==> src/rtl/lsu.sv <==
// rtl/lsu.sv - load/store unit between the ALU and data memory
// One transaction per request: IDLE -> MEM -> RESP, or IDLE -> RESP on a fault.
module lsu #(
  parameter int AW = 32
) (
  input  logic          clk,
  input  logic          reset,
  input  logic          req_valid,
  output logic          req_ready,
  input  logic          req_we,
  input  logic [2:0]    req_funct3,
  input  logic [AW-1:0] req_addr,
  input  logic [31:0]   req_wdata,
  output logic          mem_valid,
  input  logic          mem_ready,
  output logic          mem_we,
  output logic [AW-1:0] mem_addr,
  output logic [3:0]    mem_wstrb,
  output logic [31:0]   mem_wdata,
  input  logic [31:0]   mem_rdata,
  output logic          resp_valid,
  output logic [31:0]   resp_rdata,
  output logic [1:0]    resp_fault,
  output logic          stall
);

  typedef enum logic [1:0] {IDLE, MEM, RESP} state_t;

  state_t        state_q, state_d;
  logic          we_q, we_d;
  logic [2:0]    f3_q, f3_d;
  logic [AW-1:0] addr_q, addr_d;
  logic [31:0]   wdata_q, wdata_d;
  logic [31:0]   rdata_q, rdata_d;
  logic [1:0]    fault_q, fault_d;

  logic          illegal, misaligned;
  logic [1:0]    o;
  logic [7:0]    lbyte;
  logic [15:0]   lhalf;
  logic [31:0]   load_ext;
  logic [3:0]    wstrb;
  logic [31:0]   wdata_lanes;

  always_comb begin
    illegal    = (req_funct3 == 3'b011) || (req_funct3 == 3'b110) ||
                 (req_funct3 == 3'b111) || (req_we && req_funct3[2]);
    misaligned = 1'b0;
    if (!illegal) begin
      if (req_funct3[1:0] == 2'b01)      misaligned = req_addr[0];
      else if (req_funct3[1:0] == 2'b10) misaligned = (req_addr[1:0] != 2'b00);
    end
  end

  assign o = addr_q[1:0];

  always_comb begin
    lbyte    = mem_rdata[8*o +: 8];
    lhalf    = o[1] ? mem_rdata[31:16] : mem_rdata[15:0];
    load_ext = mem_rdata;
    case (f3_q)
      3'b000:  load_ext = {{24{lbyte[7]}}, lbyte};
      3'b001:  load_ext = {{16{lhalf[15]}}, lhalf};
      3'b100:  load_ext = {24'd0, lbyte};
      3'b101:  load_ext = {16'd0, lhalf};
      default: load_ext = mem_rdata;
    endcase
  end

  always_comb begin
    wstrb       = 4'b1111;
    wdata_lanes = wdata_q;
    case (f3_q[1:0])
      2'b00: begin
        wstrb       = 4'b0001 << o;
        wdata_lanes = {4{wdata_q[7:0]}};
      end
      2'b01: begin
        wstrb       = o[1] ? 4'b1100 : 4'b0011;
        wdata_lanes = {2{wdata_q[15:0]}};
      end
      default: ;
    endcase
  end

  always_comb begin
    state_d = state_q;
    we_d    = we_q;
    f3_d    = f3_q;
    addr_d  = addr_q;
    wdata_d = wdata_q;
    rdata_d = rdata_q;
    fault_d = fault_q;
    case (state_q)
      IDLE: if (req_valid) begin
        we_d    = req_we;
        f3_d    = req_funct3;
        addr_d  = req_addr;
        wdata_d = req_wdata;
        rdata_d = 32'd0;
        fault_d = {illegal, misaligned};
        state_d = (illegal || misaligned) ? RESP : MEM;
      end
      MEM: if (mem_ready) begin
        rdata_d = we_q ? 32'd0 : load_ext;
        state_d = RESP;
      end
      RESP:    state_d = IDLE;
      default: state_d = IDLE;
    endcase
  end

  always_ff @(posedge clk or posedge reset) begin
    if (reset) begin
      state_q <= IDLE;
      we_q    <= 1'b0;
      f3_q    <= 3'd0;
      addr_q  <= '0;
      wdata_q <= 32'd0;
      rdata_q <= 32'd0;
      fault_q <= 2'd0;
    end else begin
      state_q <= state_d;
      we_q    <= we_d;
      f3_q    <= f3_d;
      addr_q  <= addr_d;
      wdata_q <= wdata_d;
      rdata_q <= rdata_d;
      fault_q <= fault_d;
    end
  end

  // Memory and response buses read as zero outside their own state.
  assign req_ready  = (state_q == IDLE);
  assign stall      = ~req_ready;
  assign mem_valid  = (state_q == MEM);
  assign mem_we     = mem_valid & we_q;
  assign mem_addr   = mem_valid ? {addr_q[AW-1:2], 2'b00} : '0;
  assign mem_wstrb  = (mem_valid && we_q) ? wstrb : 4'd0;
  assign mem_wdata  = (mem_valid && we_q) ? wdata_lanes : 32'd0;
  assign resp_valid = (state_q == RESP);
  assign resp_rdata = resp_valid ? rdata_q : 32'd0;
  assign resp_fault = resp_valid ? fault_q : 2'd0;

endmodule

==> config.mk <==
export PLATFORM = sky130hd
export DESIGN_NAME = lsu
export DESIGN_NICKNAME = d
export VERILOG_FILES = /design/src/rtl/lsu.sv
export SDC_FILE = /design/constraint.sdc
export NUM_CORES = 1
export LEC_CHECK = 0
export ABC_AREA = 0
export CORE_ASPECT_RATIO = 1.25
export CORE_MARGIN = 3
export CORE_UTILIZATION = 40
export DETAILED_ROUTE_END_ITERATION = 10
export PLACE_DENSITY_LB_ADDON = 0.2
export SYNTH_ARGS = -nofsm -noshare
export SYNTH_HDL_FRONTEND = slang
export SYNTH_SLANG_ARGS = --single-unit
==> constraint.sdc <==
create_clock -name clk -period 3.1 [get_ports clk]
set_input_delay 0.62 -clock clk [delete_from_list [all_inputs] [get_ports clk]]
set_output_delay 0.62 -clock clk [all_outputs]
set_load 0.1 [all_outputs]
[Word level (Yosys, flattened, before mapping)]
Cells that the tools add are included.
Operators by class
  equality and inequality tests: 13
  bitwise logic cells: 2
  reduce and logical (&&, ||, !) cells: 14
  multiplexer cells: 21
  shifts and indexed selects: 2
Operator list (count)
  $mux W32: 6
  $pmux W32 S2: 2
  $pmux W32 S4: 1
  $shiftx A32 B6 Y8: 1
  $mux W16: 1
  $eq A3 B3 Y1 const B: 4
  $mux W2: 4
  $mux W4: 2
  $pmux W4 S2: 1
  $eq A2 B1 Y1 const B: 3
  $eq A2 B2 Y1 const B: 2
  $logic_not A2 Y1: 2
  $logic_or A1 B1 Y1: 4
  $pmux W2 S2: 1
  $reduce_and A2 Y1: 2
  $reduce_bool A2 Y1: 2
  $shl A1 B2 Y4 const A: 1
  $eq A3 B1 Y1 const B: 1
  $eq A3 B2 Y1 const B: 1
  $logic_not A3 Y1: 1
  $mux W1: 3
  $reduce_and A3 Y1: 1
  $logic_and A1 B1 Y1: 2
  $ne A2 B1 Y1 const B: 1
  3 further kinds: 3
Storage, ports and cells
  register bits after elaboration: 104
  bits of input ports: 104

[Logic depth before layout (Yosys ltp)]
Gate-level depths: netlist of the first run.
  word-level depth: 9
  gate-level depth with buffers: 7
  depth with buffers taken out: 4

[Least setup slack after synthesis of the first run]
OpenSTA, ideal clock, no wires.
  path kind: register to output
  start point: reg state_q[0]
  end point: out stall
  arrival time: 2.710 ns
  path slack: -0.230 ns
  stages on the path, launching flop included: 3
  buffers on the path: 0
  cell sequence: dfrtp_1 nor2_1 inv_1
On the way
  word-level cells in the longest chain between the ends: 2
Ends and longest elaborated chain
  start, declared: line 29  | state_t state_q, state_d;
  start signal, assigned: line 123  | state_q <= state_d;
  $logic_not A2 Y1: line 134  | assign req_ready = (state_q == IDLE);
  named net req_ready: line 9  | output logic req_ready,
  $not A1 Y1: line 135  | assign stall = ~req_ready;
  end, declared: line 24  | output logic stall
The timed path passes the listed nets, and every way through them passes these cells.

[Worst setup path after layout of the first run]
  start point: reg f3_q[0]
  end point: out mem_wdata[15]
On the way
  word-level cells in the longest chain between the ends: 3
Ends and longest elaborated chain
  start, declared: line 31  | logic [2:0] f3_q, f3_d;
  start signal, assigned: line 117  | f3_q <= 3'd0;
  start signal, assigned: line 125  | f3_q <= f3_d;
  $eq A2 B1 Y1 / $logic_not A2 Y1 (equally long branches): line 73  | case (f3_q[1:0])
  $pmux W32 S2 (*): line 73
  $mux W32 (*): line 140  | assign mem_wdata = (mem_valid && we_q) ? wdata_lanes : 32'd0;
  end, declared: line 19  | output logic [31:0] mem_wdata,
Every way passes the cells marked *; elsewhere a longest branch is shown, timed or not.

==> flow_summary.yaml, run 1 <==
yosys:
  async_reset_ff_share_pct: 100
  synthDominantCellAreaShare_pct: 48.5
  yosysSeqAreaShare_pct: 48.5
  yosys.area.top_type: "dfrtp_1"
  synth_area_per_cell_sq_um: 8.25
  synth_area_leaders: "dfrtp_1 49%, nand2_1 15%, and2_1 7.7%, mux2i_1 4.5%, o21ai_0 3.7%"
  yosysMostFrequentCell: "nand2_1"
  synth_area_sq_mm: 0.00536
  ys_types: 37
  synth_cells: 650
  synth_edf_count: 0
  ys_ff_latch: 104
  synth_commonest_cells: "219 x nand2_1, 104 x dfrtp_1, 66 x and2_1, 46 x nor2_1, 40 x o21ai_0"
  ys.flop_type: "dfrtp_1"
  synth.yosys.warnings: 0
finish:
  synthToLayoutAreaGrowth_pct: 58.7
  final_net_count: 936
  final_cell_count_no_fill: 1005
  final-seq-area_sq_mm: 0.00260
  fillers: 1074
  drive_gt1_share_pct: 17.1
  multi_input_area_sq_mm: 0.00252
  antenna_cells: 0
clock_network:
  root_buffer: "clkbuf_16"
  cts_hold_buf: 0
  cts.repair.resized: 0
  cts.path.max_buffers: 2
  insertion_delay_ns: 0.34
  htree_levels: 3
  path_clk_slew_ns: 0.07
  cts_tree: "yes"
  clock-sinks: 104
  postCtsSetupRepairBufs: 0
  numCtsBuffers: 9
pwr:
  p_comb_share_pct: 39.1
  peakVddDrop_mv: 0.304
  switchingPower_mw: 1.99
  leakage_nw: 4.00
  power-per-cell-area_mw_per_mm2: 580
  power_frac_seq_pct: 37.8
  swShare_pct: 40.3
  p_clk_share_pct: 23.2
  cell_internal_pwr_mw: 2.95
place:
  gp_congestion: 0.870
  hpwl_microns: 12600
  dp_cells: 989
  io_buffers: 208
job:
  maxCapViolCount: 0
global_route:
  use_met3_pct: 5.72
  gr-max-usage-layer: "met2"
  met1_usage_pct: 27.2
  grt_max_degree: 105
  grt_overflow: 0
  grt_pass1_vias: 5399
  track_usage_pct: 23.4
  met2_usage_pct: 40.4
  antenna_found_initial: 0
  grt_pass1_wl_microns: 27400
floorplan:
  die_area_sq_mm: 0.0148
  num_rows: 46
  core-area_sq_mm: 0.0129
  initial_core_util_pct: 41.6
  ioPinCount: 211
  die_w_microns: 110
  dieHeight_microns: 135
worst_setup_path:
  path_cells: "nor2_1 > nand2_1 > a21oi_1 > buf_12"
  cp_data_arrival_time_ns: 1.98
  crit_slowest_cell: "nor2_1"
  max_stage_delay_ns: 0.52
  crit_path_end_kind: "output port"
  crit_required_ns: 2.48
  critPathLaunchType: "flop"
  cp_max_fo: 10
  critPathKind: "reg -> out"
sta:
  hold_viol_final: 0
  final.min_clock_period_ns: 2.60
  fin_crit_sh_pct: 83.7
  slew_headroom_pct: 25.3
  finalSetupViolations: 0
  rsz0062_at_grt: "no"
  worst_pin_slew_ns: 1.12
  fmax_ghz: 0.385
  fin_hold_ws_ns: 0.467
  maxSlewViolCount: 0
  final.setup.tns_ns: 0
  skew_ns: 0.00852
routing:
  vias_per_cell: 5.18
  ant_nets: 0
  drc: 0
  vias: 5203
  drtPass1Iterations: 4
  drtIter0Drc: 306
  routed_wl_microns: 17200
  post_drt_wl_per_cell_microns: 17.1
run_status:
  outcome: "complete, no violations"
hold_path:
  hold_class: "reg -> reg"
-- worst max-delay path: cells and delay by family (launching register included) --
| family | cells | cell delay, ns |
|---|---|---|
| AND/OR/NAND/NOR | 2 | 0.63 |
| flip-flops | 1 | 0.50 |
| AO/OA/AOI/OAI | 1 | 0.29 |
| buffers and inverters | 1 | 0.22 |
-- power by group through the flow --
stage,Combinational (mW),Sequential (mW),Clock [mW]
2_1_floorplan,1.38,1.78,0
3_3_place_gp,1.89,1.87,0
3_5_place_dp,1.93,1.88,0
4_1_cts,1.94,1.86,1.16
5_1_grt,2.09,1.90,1.20
6_report,1.93,1.86,1.14
-- final cells by class --
type | instances | share of cell area, %
timing repair buffer | 221 | 33.4
sequential | 104 | 30.6
multi-input combinational | 488 | 29.6
clock buffer | 11 | 2.85
tap | 168 | 2.47
clock inverter | 5 | 0.662
inverter | 8 | 0.397
-- cells in the final DEF (no fill, tap or decap), types with 24 or more instances in the layout --
cell / instances
a21oi_1: 32
and2_1: 65
buf_12: 74
buf_4: 44
clkdlybuf4s50_1: 103
dfrtp_1: 104
mux2i_1: 24
nand2_1: 218
nor2_1: 45
o21ai_0: 40
-- registers in the layout, summed over array words and instances, names as in the netlist --
| signal | flops |
|---|---|
| addr_q | 32 |
| rdata_q | 32 |
| wdata_q | 32 |
| f3_q | 3 |
| fault_q | 2 |
| state_q | 2 |
| we_q | 1 |
-- path summary, 6_finish.rpt --
check / from / end / slack (ns) / cells past startpoint
max: f3_q[0] / mem_wdata[15] / 0.50 / 4
min: addr_q[21] / addr_q[21] / 0.47 / 2
max reg2reg: we_q / rdata_q[19] / 1.15 / 4
min reg2reg: addr_q[21] / addr_q[21] / 0.47 / 2
max in group asynchronous: reset / wdata_q[28] / 1.89 / 3
min in group asynchronous: reset / rdata_q[26] / 0.79 / 3
-- per-stage QoR --
| step | worst slack (ns) | utilization, % | area, sq um | total power, mW |
|---|---|---|---|---|
| after floorplan | 0.00886 | - | 5380 | 3.16 |
| after global placement | 0.661 | 63.7 | 8210 | 3.76 |
| after detailed placement | 0.615 | 63.7 | 8210 | 3.82 |
| after CTS | 0.499 | 66.0 | 8510 | 4.97 |
| after global routing | 0.350 | 66.0 | 8510 | 5.19 |
| final | 0.505 | 66.0 | 8510 | 4.93 |
-- cells by family (layout without fill, tap and decap cells) --
kind of cell           Yosys count  count (layout)  share of synthesized area [%]
multiplexers                    26              26                           5.11
AO/OA/AOI/OAI                  107             107                           12.4
other                            1               2                         0.0699
flip-flops                     104             104                           48.5
buffers and inverters           59             245                           4.69
AND/OR/NAND/NOR                353             353                           29.2
-- routing by layer --
| metal | up-vias | share of wire, % |
|---|---|---|
| met4 | 0 | 3.4 |
| li1 | 2477 | - |
| met1 | 2473 | 38 |
| met3 | 42 | 8.0 |
| met5 | - | 0 |
| met2 | 211 | 51 |
Note: power is estimated with default switching activity, not from simulation.
==> inputs of run 2 (changes only) <==
Clock period 3.1 ns to 2.1 ns, I/O delays scaled along.
==> run 2 against run 1 <==
Net effect: the run now ends with setup timing left; critical path depth is 2 higher; global-route usage is 0.99 points higher; final cell count is 3.0% higher; sequential share of layout area is 3.6 points lower; via count is 4.4% higher; critical endpoint is now resp_rdata[10].
==> flow_summary.yaml, run 2 (synthesis gave the netlist of run 1 again) <==
run_status:
  outcome: "complete, but fails checks"
  failed_checks: "setup timing"
sta:
  final.setup.tns_ns: -0.839
  maxSlewViolCount: 0
  fin_crit_sh_pct: 102
  fmax_ghz: 0.465
  skew_ns: 0.00774
  fin_hold_ws_ns: 0.467
  final.min_clock_period_ns: 2.15
  slew_headroom_pct: 48.6
  rsz0062_at_grt: "yes"
  hold_viol_final: 0
  setup_ws_ns: -0.0494
  worst_pin_slew_ns: 0.762
  finalSetupViolations: 31
pwr:
  swShare_pct: 38.5
  leakage_nw: 4.38
  finalPower_mw: 8.30
  peakVddDrop_mv: 0.475
  power-per-cell-area_mw_per_mm2: 859
  switchingPower_mw: 3.19
  power_frac_seq_pct: 33.3
  cell_internal_pwr_mw: 5.10
  p_comb_share_pct: 42.1
  p_clk_share_pct: 24.6
global_route:
  grt_pass1_vias: 5484
  track_usage_pct: 24.4
  grt_overflow: 0
  grt_max_degree: 105
  antenna_found_initial: 0
  grt_pass1_wl_microns: 28200
worst_setup_path:
  crit-reg2reg-launch: "addr_q[1]"
  max_stage_delay_ns: 0.41
  critPathKind: "reg -> out"
  path_cells: "buf_6 > nor2b_4 > buf_12 > buf_8 > and2_2 > buf_12"
  rrSetupSlack_ns: 0.20
  ff2ff_path_depth: 6
  cp_max_fo: 9
  critPathLaunch: "state_q[1]"
  cp_common_cell: "buf_12"
  critical_path.endpoint: "resp_rdata[10]"
  crit_path_end_kind: "output port"
  crit_slowest_cell: "dfrtp_1"
  cp_data_arrival_time_ns: 1.73
  critPathLaunchType: "flop"
  timing.rr.end: "rdata_q[16]"
  crit_required_ns: 1.68
routing:
  drtIter0Drc: 307
  wl_met2_microns: 9580
  vias: 5433
  drtPass1Iterations: 5
  wl_met1_microns: 6690
  post_drt_wl_per_cell_microns: 17.9
  routed_wl_microns: 18500
  drc: 0
  wl_met3_microns: 1450
  vias_per_cell: 5.25
  ant_nets: 0
  top_layer: "met4"
clock_network:
  path_clk_slew_ns: 0.07
  cts_hold_buf: 0
  cts.path.max_buffers: 2
  htree_levels: 3
  root_buffer: "clkbuf_16"
  insertion_delay_ns: 0.34
  cts_tree: "yes"
  numCtsBuffers: 9
  clock-sinks: 104
place:
  gp_congestion: 0.919
  place_ws_ns: -0.0461
  io_buffers: 208
  hpwl_microns: 13300
finish:
  final_net_count: 967
  fin_util_pct: 74.9
  final_cell_mix: "217 x nand2_1, 111 x buf_12, 103 x clkdlybuf4s50_1"
  synthToLayoutAreaGrowth_pct: 80.1
  drive_gt1_share_pct: 29.3
  antenna_cells: 0
  layout_commonest_cell: "nand2_1"
  top_regs: "addr_q: 32 flops, rdata_q: 32 flops, wdata_q: 32 flops"
hold_path:
  hp-start: "addr_q[12]"
  hold_class: "reg -> reg"
floorplan:
  num_rows: 46
  initial_core_util_pct: 41.6
  die_area_sq_mm: 0.0148
  dieHeight_microns: 135
  core-area_sq_mm: 0.0129
  ioPinCount: 211
  die_w_microns: 110
job:
  maxCapViolCount: 0
==> run 2: cell count changes in the layout (fill, tap and decap cells not counted), sizes merged <==
cell    previous run  this run
buf              118       146
bufinv             1         4
clkbuf            11        13
clkinv             3         1
inv                7         6
==> run 2: per-stage QoR <==
step	std cells	instance area, sq um
after global routing	1035	9660
after global placement	1010	9020
final	1035	9660
after detailed placement	1010	9020
after floorplan	651	5610
after CTS	1027	9440
==> run 2: worst min-delay path by stage <==
stage            endpoint  slack (ns)  cells past startpoint
2_1_floorplan  addr_q[23]        0.44                      2
3_3_place_gp   addr_q[13]        0.45                      2
3_5_place_dp   addr_q[22]        0.45                      2
4_1_cts        addr_q[22]        0.47                      2
5_1_grt        addr_q[22]        0.49                      2
6_report       addr_q[12]        0.47                      2
==> run 2: power by group through the flow <==
stage               clock, mW  sequential [mW]  combinational, mW
floorplan                   0             2.63               2.16
global placement            0             2.75               3.21
detailed placement          0             2.77               3.28
CTS                      2.07             2.75               3.33
global route             2.15             2.81               3.74
finish                   2.05             2.76               3.49
==> run 2: per-layer routing <==
layer / up-vias / GRT usage (%)
met2: 230 / 40.8
met4: 0 / 12.3
met3: 54 / 6.53
li1: 2541 / -
met1: 2608 / 28.6
met5: - / 0
==> run 2: worst max-delay path: cells and delay by family (launching register included) <==
family | cells | cell delay [ns]
simple gates | 2 | 0.37
buf+inv | 4 | 0.59
flops | 1 | 0.41
==> run 2: timing repair <==
action,CTS,global route
buffers inserted,2,3
setup endpoints to repair,98,100
pin swaps,1,14
gates cloned,0,5
gates resized for setup,10,41
==> run 2: area by class of cell <==
cell class              count  area [sq um]
clock inverters             5           129
fillers                   892          3230
clock buffers              10           239
inverters                   8          37.5
repair buffers            252          3630
multi-input cells         488          2810
flip-flops and latches    104          2610
well taps                 168           210
==> inputs of run 3 (changes only) <==
Settings changed: GPL_TIMING_DRIVEN set to 1.
==> results of run 3 <==
No change in the layout: final DEF, timing and power equal those of run 2.
